$ cat config.mk
export PLATFORM = sky130hd
export DESIGN_NAME = branch_target_predictor
export DESIGN_NICKNAME = d
export VERILOG_FILES = /design/src/rtl/branch_target_predictor.sv
export SDC_FILE = /design/constraint.sdc
export NUM_CORES = 2
export LEC_CHECK = 0
export CAP_MARGIN = 20
export CORE_MARGIN = 5
export CORE_UTILIZATION = 27
export CTS_CLUSTER_SIZE = 40
export DETAILED_ROUTE_END_ITERATION = 10
export GPL_ROUTABILITY_DRIVEN = 0
export HOLD_SLACK_MARGIN = 0.1
export PLACE_DENSITY_LB_ADDON = 0.1
export SYNTH_ARGS = -nofsm -noshare
export SYNTH_HDL_FRONTEND = slang
export SYNTH_SLANG_ARGS = --single-unit
$ cat constraint.sdc
create_clock -name clk -period 5.37 [get_ports clk]
set_clock_uncertainty 0.1 [all_clocks]
set_input_delay 0.537 -clock clk [delete_from_list [all_inputs] [get_ports clk]]
set_output_delay 0.537 -clock clk [all_outputs]
set_load 0.01 [all_outputs]
$ cat src/rtl/branch_target_predictor.sv
// +--------------------------------------------------------------------------+
// | branch_target_predictor: direct-mapped BTB with 2-bit counters, 1-cycle  |
// | lookup, write-first bypass of same-cycle updates.          Rev 1.0       |
// +--------------------------------------------------------------------------+
`default_nettype none

module branch_target_predictor #(
  parameter int WORD_SIZE = 32,
  parameter int ENTRIES   = 16
) (
  input  logic                 clk,
  input  logic                 rstn,
  input  logic                 fetch_valid,
  input  logic [WORD_SIZE-1:0] fetch_pc,
  input  logic                 flush,
  input  logic                 upd_valid,
  input  logic [WORD_SIZE-1:0] upd_pc,
  input  logic [WORD_SIZE-1:0] upd_target,
  input  logic                 upd_taken,
  output logic                 pred_valid,
  output logic                 pred_hit,
  output logic                 pred_taken,
  output logic [WORD_SIZE-1:0] pred_pc,
  output logic [WORD_SIZE-1:0] pred_adder
);

  localparam int IDX_BITS = $clog2(ENTRIES);
  localparam int TAG_BITS = WORD_SIZE - IDX_BITS - 2;

  logic                 valid_q  [ENTRIES];
  logic [TAG_BITS-1:0]  tag_q    [ENTRIES];
  logic [WORD_SIZE-1:0] target_q [ENTRIES];
  logic [1:0]           ctr_q    [ENTRIES];

  logic                 pred_valid_q;
  logic                 pred_hit_q;
  logic                 pred_taken_q;
  logic [WORD_SIZE-1:0] pred_pc_q;
  logic [WORD_SIZE-1:0] pred_adder_q;

  logic [IDX_BITS-1:0]  upd_idx;
  logic [TAG_BITS-1:0]  upd_tag;
  logic                 upd_hit;
  logic                 upd_we;
  logic [WORD_SIZE-1:0] new_target;
  logic [1:0]           new_ctr;
  logic [1:0]           unused_upd_lsb;

  assign upd_idx        = upd_pc[IDX_BITS+1:2];
  assign upd_tag        = upd_pc[WORD_SIZE-1:IDX_BITS+2];
  assign upd_hit        = valid_q[upd_idx] && (tag_q[upd_idx] == upd_tag);
  // Not-taken branches that miss never allocate, so they leave the table untouched.
  assign upd_we         = upd_valid && (upd_hit || upd_taken);
  assign unused_upd_lsb = upd_pc[1:0];

  always_comb begin
    new_target = upd_taken ? upd_target : target_q[upd_idx];
    new_ctr    = 2'b10;
    if (upd_hit) begin
      if (upd_taken) begin
        new_ctr = (ctr_q[upd_idx] == 2'b11) ? 2'b11 : ctr_q[upd_idx] + 2'b01;
      end else begin
        new_ctr = (ctr_q[upd_idx] == 2'b00) ? 2'b00 : ctr_q[upd_idx] - 2'b01;
      end
    end
  end

  always_ff @(posedge clk or negedge rstn) begin
    if (!rstn) begin
      for (int i = 0; i < ENTRIES; i++) begin
        valid_q[i]  <= 1'b0;
        tag_q[i]    <= '0;
        target_q[i] <= '0;
        ctr_q[i]    <= 2'b01;
      end
    end else if (upd_we) begin
      valid_q[upd_idx]  <= 1'b1;
      tag_q[upd_idx]    <= upd_tag;
      target_q[upd_idx] <= new_target;
      ctr_q[upd_idx]    <= new_ctr;
    end
  end

  logic [IDX_BITS-1:0]  fetch_idx;
  logic [TAG_BITS-1:0]  fetch_tag;
  logic                 bypass;
  logic                 eff_valid;
  logic [TAG_BITS-1:0]  eff_tag;
  logic [WORD_SIZE-1:0] eff_target;
  logic [1:0]           eff_ctr;
  logic                 look_hit;
  logic                 look_taken;
  logic [WORD_SIZE-1:0] look_adder;
  logic [WORD_SIZE-1:0] look_pc;
  logic                 load_pred;

  assign fetch_idx = fetch_pc[IDX_BITS+1:2];
  assign fetch_tag = fetch_pc[WORD_SIZE-1:IDX_BITS+2];

  // Write-first: a same-index update this cycle is visible to this lookup.
  assign bypass     = upd_we && (upd_idx == fetch_idx);
  assign eff_valid  = bypass ? 1'b1       : valid_q[fetch_idx];
  assign eff_tag    = bypass ? upd_tag    : tag_q[fetch_idx];
  assign eff_target = bypass ? new_target : target_q[fetch_idx];
  assign eff_ctr    = bypass ? new_ctr    : ctr_q[fetch_idx];

  assign look_hit   = eff_valid && (eff_tag == fetch_tag);
  assign look_taken = look_hit && eff_ctr[1];
  assign look_adder = fetch_pc + WORD_SIZE'(4);
  assign look_pc    = look_taken ? eff_target : look_adder;
  assign load_pred  = fetch_valid && !flush;

  always_ff @(posedge clk or negedge rstn) begin
    if (!rstn) begin
      pred_valid_q <= 1'b0;
      pred_hit_q   <= 1'b0;
      pred_taken_q <= 1'b0;
      pred_pc_q    <= '0;
      pred_adder_q <= '0;
    end else begin
      pred_valid_q <= load_pred;
      if (load_pred) begin
        pred_hit_q   <= look_hit;
        pred_taken_q <= look_taken;
        pred_pc_q    <= look_pc;
        pred_adder_q <= look_adder;
      end
    end
  end

  assign pred_valid = pred_valid_q;
  assign pred_hit   = pred_hit_q;
  assign pred_taken = pred_taken_q;
  assign pred_pc    = pred_pc_q;
  assign pred_adder = pred_adder_q;

endmodule

`default_nettype wire

==> results.py <==
metrics = {
    "outcome": {
        "status": "finished, final reports clean",
    },
    "cts": {
        "cts_tree": "yes",
        "numCtsBuffers": 137,
        "clkTransAtPathRegs_ns": 0.06,
        "cts-resized-gates": 0,
        "clockBufferDepth": 3,
        "clk_latency_ns": 0.79,
        "post_cts_buffers": 0,
        "cts-root-buf": "clkbuf_16",
        "cts.sinks": 1043,
        "holdBufCountCts": 1,
        "htreeDepth": 4,
    },
    "yosys": {
        "synth_area_um2": 56500,
        "synth-edff-count": 0,
        "yosysWarnings": 0,
        "synth.distinct_cells": 82,
        "syn-num-nets": 4169,
        "ys_ff_latch": 1043,
        "syn_avg_cell_area_um2": 13.9,
        "syn_inst": 4066,
        "synth_seq_area_share_pct": 46.2,
        "ys.flop_type": "dfrtp_1",
        "postSynth.asyncResetShare_pct": 100,
    },
    "pwr": {
        "ir_worst_vdd_mv": 0.273,
        "power.density_nw_per_um2": 374,
        "power.leakage_nw": 29.2,
    },
    "floorplan": {
        "die_area_um2": 218000,
        "die_w_um": 467,
        "coreArea_um2": 208000,
        "start_util_pct": 27.2,
        "num_rows": 167,
        "io_pins": 169,
        "die_h_um": 467,
    },
    "setup_path": {
        "critPathArrivalTime_ns": 5.59,
        "ff2ff_path_depth": 14,
        "worstSetupEndpointType": "register",
        "worstSetupPathType": "register to register",
        "start_kind": "register",
        "cp_max_fo": 11,
        "r2r-start": "tag_q[114]$_DFFE_PN0P_",
        "regToRegEndpoint": "pred_pc[1]$_DFFE_PN0P_",
        "r2r_slack_ns": 0.35,
        "worstPathRequired_ns": 5.94,
    },
    "timing": {
        "holdWs_ns": 0.353,
        "fin_crit_sh_pct": 93.5,
        "finalSetupTns_ns": 0,
        "period_needed_ns": 5.02,
        "slew_viol_final": 0,
        "setup-violations-final": 0,
        "fin_ws_ns": 0.348,
        "rsz0062_at_grt": "no",
        "tightest_slew_ns": 1.01,
        "max_freq_ghz": 0.199,
        "hold_viol": 0,
        "relSlewSlack_pct": 32.5,
    },
    "drt": {
        "vias": 37800,
        "drc": 0,
        "via_per_inst": 5.25,
        "dr.pass1.iters": 7,
        "wl_per_cell_um": 30.3,
        "wl_um": 218000,
        "final_antenna_net_count": 0,
        "drt_first_iter_violations": 2705,
    },
    "min_path": {
        "holdCritPathClass": "input port to register",
        "min_to": "target_q[105]$_DFFE_PN0P_",
        "min_from": "upd_target[9]",
        "holdPathStages": 3,
    },
    "final_layout": {
        "fin_util_pct": 32.9,
        "final_nets": 4404,
        "regArea_um2": 26100,
        "area_growth_syn_to_layout_pct": 21.0,
        "multiInputGateArea_um2": 28600,
        "final_cell_mix": "1027 x dfrtp_1, 616 x mux2_2, 548 x mux4_2",
        "drive_above_1_share_pct": 40.5,
        "stdcell_count": 7197,
        "layout_commonest_cell": "dfrtp_1",
        "nFillCells": 20500,
    },
    "flow_run": {
        "max-cap-violations": 0,
    },
    "place": {
        "io_buffers": 166,
        "dp.cells": 6949,
        "dp_hpwl_um": 145000,
        "pre_cts_slack_ns": -0.331,
    },
    "global_route": {
        "antenna_found_initial": 9,
        "grt_usage_pct": 19.9,
        "grt_pass1_wl_um": 314000,
        "grt_pass1_vias": 39500,
        "overflow": 0,
        "grt_start_max_net_pins": 128,
    },
}
metal layers:
layer | share of wire [%] | vias to the layer above | global-route usage [%]
met5 | 0 | - | 0
met4 | 2.5 | 0 | 5.00
met3 | 3.8 | 238 | 2.58
met2 | 48 | 805 | 32.4
met1 | 46 | 20700 | 28.2
li1 | - | 16100 | -
synthesized netlist by cell type (all sizes together) (10+ instances only):
cell type | n | share of area, %
nor3 | 17 | 0.17
and3 | 11 | 0.12
a311oi | 28 | 0.43
and2 | 10 | 0.11
nand4 | 18 | 0.23
o22ai | 29 | 0.32
xor2 | 30 | 0.47
buf | 169 | 1.7
nand2 | 361 | 2.4
inv | 28 | 0.19
a21oi | 10 | 0.089
a221oi | 11 | 0.18
mux4 | 548 | 22
nand3 | 23 | 0.22
dfstp | 16 | 0.74
o211ai | 10 | 0.14
a31oi | 129 | 1.5
dfrtp | 1027 | 46
nor2 | 156 | 1.1
clkbuf | 231 | 1.5
a221o | 28 | 0.50
nand2b | 23 | 0.25
mux2 | 771 | 15
o21ai | 151 | 1.3
xnor2 | 53 | 0.84
mux2i | 69 | 1.2
report_power, final:
group,internal [mW],switching (mW)
sequential,9.32,1.10
clock,5.85,3.78
combinational,3.07,2.43
state kept, by name, indices dropped and copies added, names as in the netlist:
| name | flops |
|---|---|
| pred_valid | 1 |
| pred_adder | 32 |
| valid_q | 16 |
| target_q | 512 |
| pred_hit | 1 |
| pred_taken | 1 |
| ctr_q | 32 |
| tag_q | 416 |
| pred_pc | 32 |
cell type report:
type | count | area share, %
clock buffer | 196 | 5.93
clock inverter | 48 | 1.02
inverter | 30 | 0.170
multi-input combinational | 2593 | 41.8
timing repair buffer | 496 | 7.72
tap | 2788 | 5.11
sequential | 1043 | 38.2
antenna | 3 | 0.0110
how the worst max path moves through the flow:
stage | slack [ns] | end | startpoint
after global routing | 0.18 | pred_pc[1]$_DFFE_PN0P_ | tag_q[64]$_DFFE_PN0P_
after detailed placement | -0.33 | pred_pc[1]$_DFFE_PN0P_ | upd_pc[2]
after CTS | 0.41 | pred_pc[1]$_DFFE_PN0P_ | tag_q[156]$_DFFE_PN0P_
after floorplan | 0.96 | pred_pc[13]$_DFFE_PN0P_ | upd_pc[3]
after global placement | -0.29 | pred_pc[0]$_DFFE_PN0P_ | upd_pc[2]
final | 0.35 | pred_pc[1]$_DFFE_PN0P_ | tag_q[114]$_DFFE_PN0P_
stage by stage:
stage / total power, mW / area, µm²
2_1_floorplan: 13.9 / 56500
3_3_place_gp: 16.0 / 63600
3_5_place_dp: 16.1 / 63600
4_1_cts: 25.9 / 68300
5_1_grt: 26.8 / 68300
6_report: 25.6 / 68300
worst max-delay path, stage by stage, from the launching register on:
cell and delay [ns]:
dfrtp_1 0.40, mux4_2 0.47, mux2i_1 0.18, xor2_1 0.24, nand4_1 0.22, buf_4 0.21, or4_1 0.63, a21boi_1 0.29
a31o_1 0.40, buf_4 0.19, nand3_2 0.06, a22oi_1 0.23, and4bb_2 0.57, nand3_1 0.32, o311ai_1 0.40
kinds of logic after synthesis:
kind of cell,count (synthesis),share of synthesized area [%]
buffers and inverters,430,3.40
XOR/XNOR,83,1.30
AND/OR/NAND/NOR,666,5.20
adder cells (fa/ha/maj),3,0.0576
AO/OA/AOI/OAI,453,5.34
multiplexers,1388,38.4
flip-flops,1043,46.2
Power figures use the tool's default switching activity.
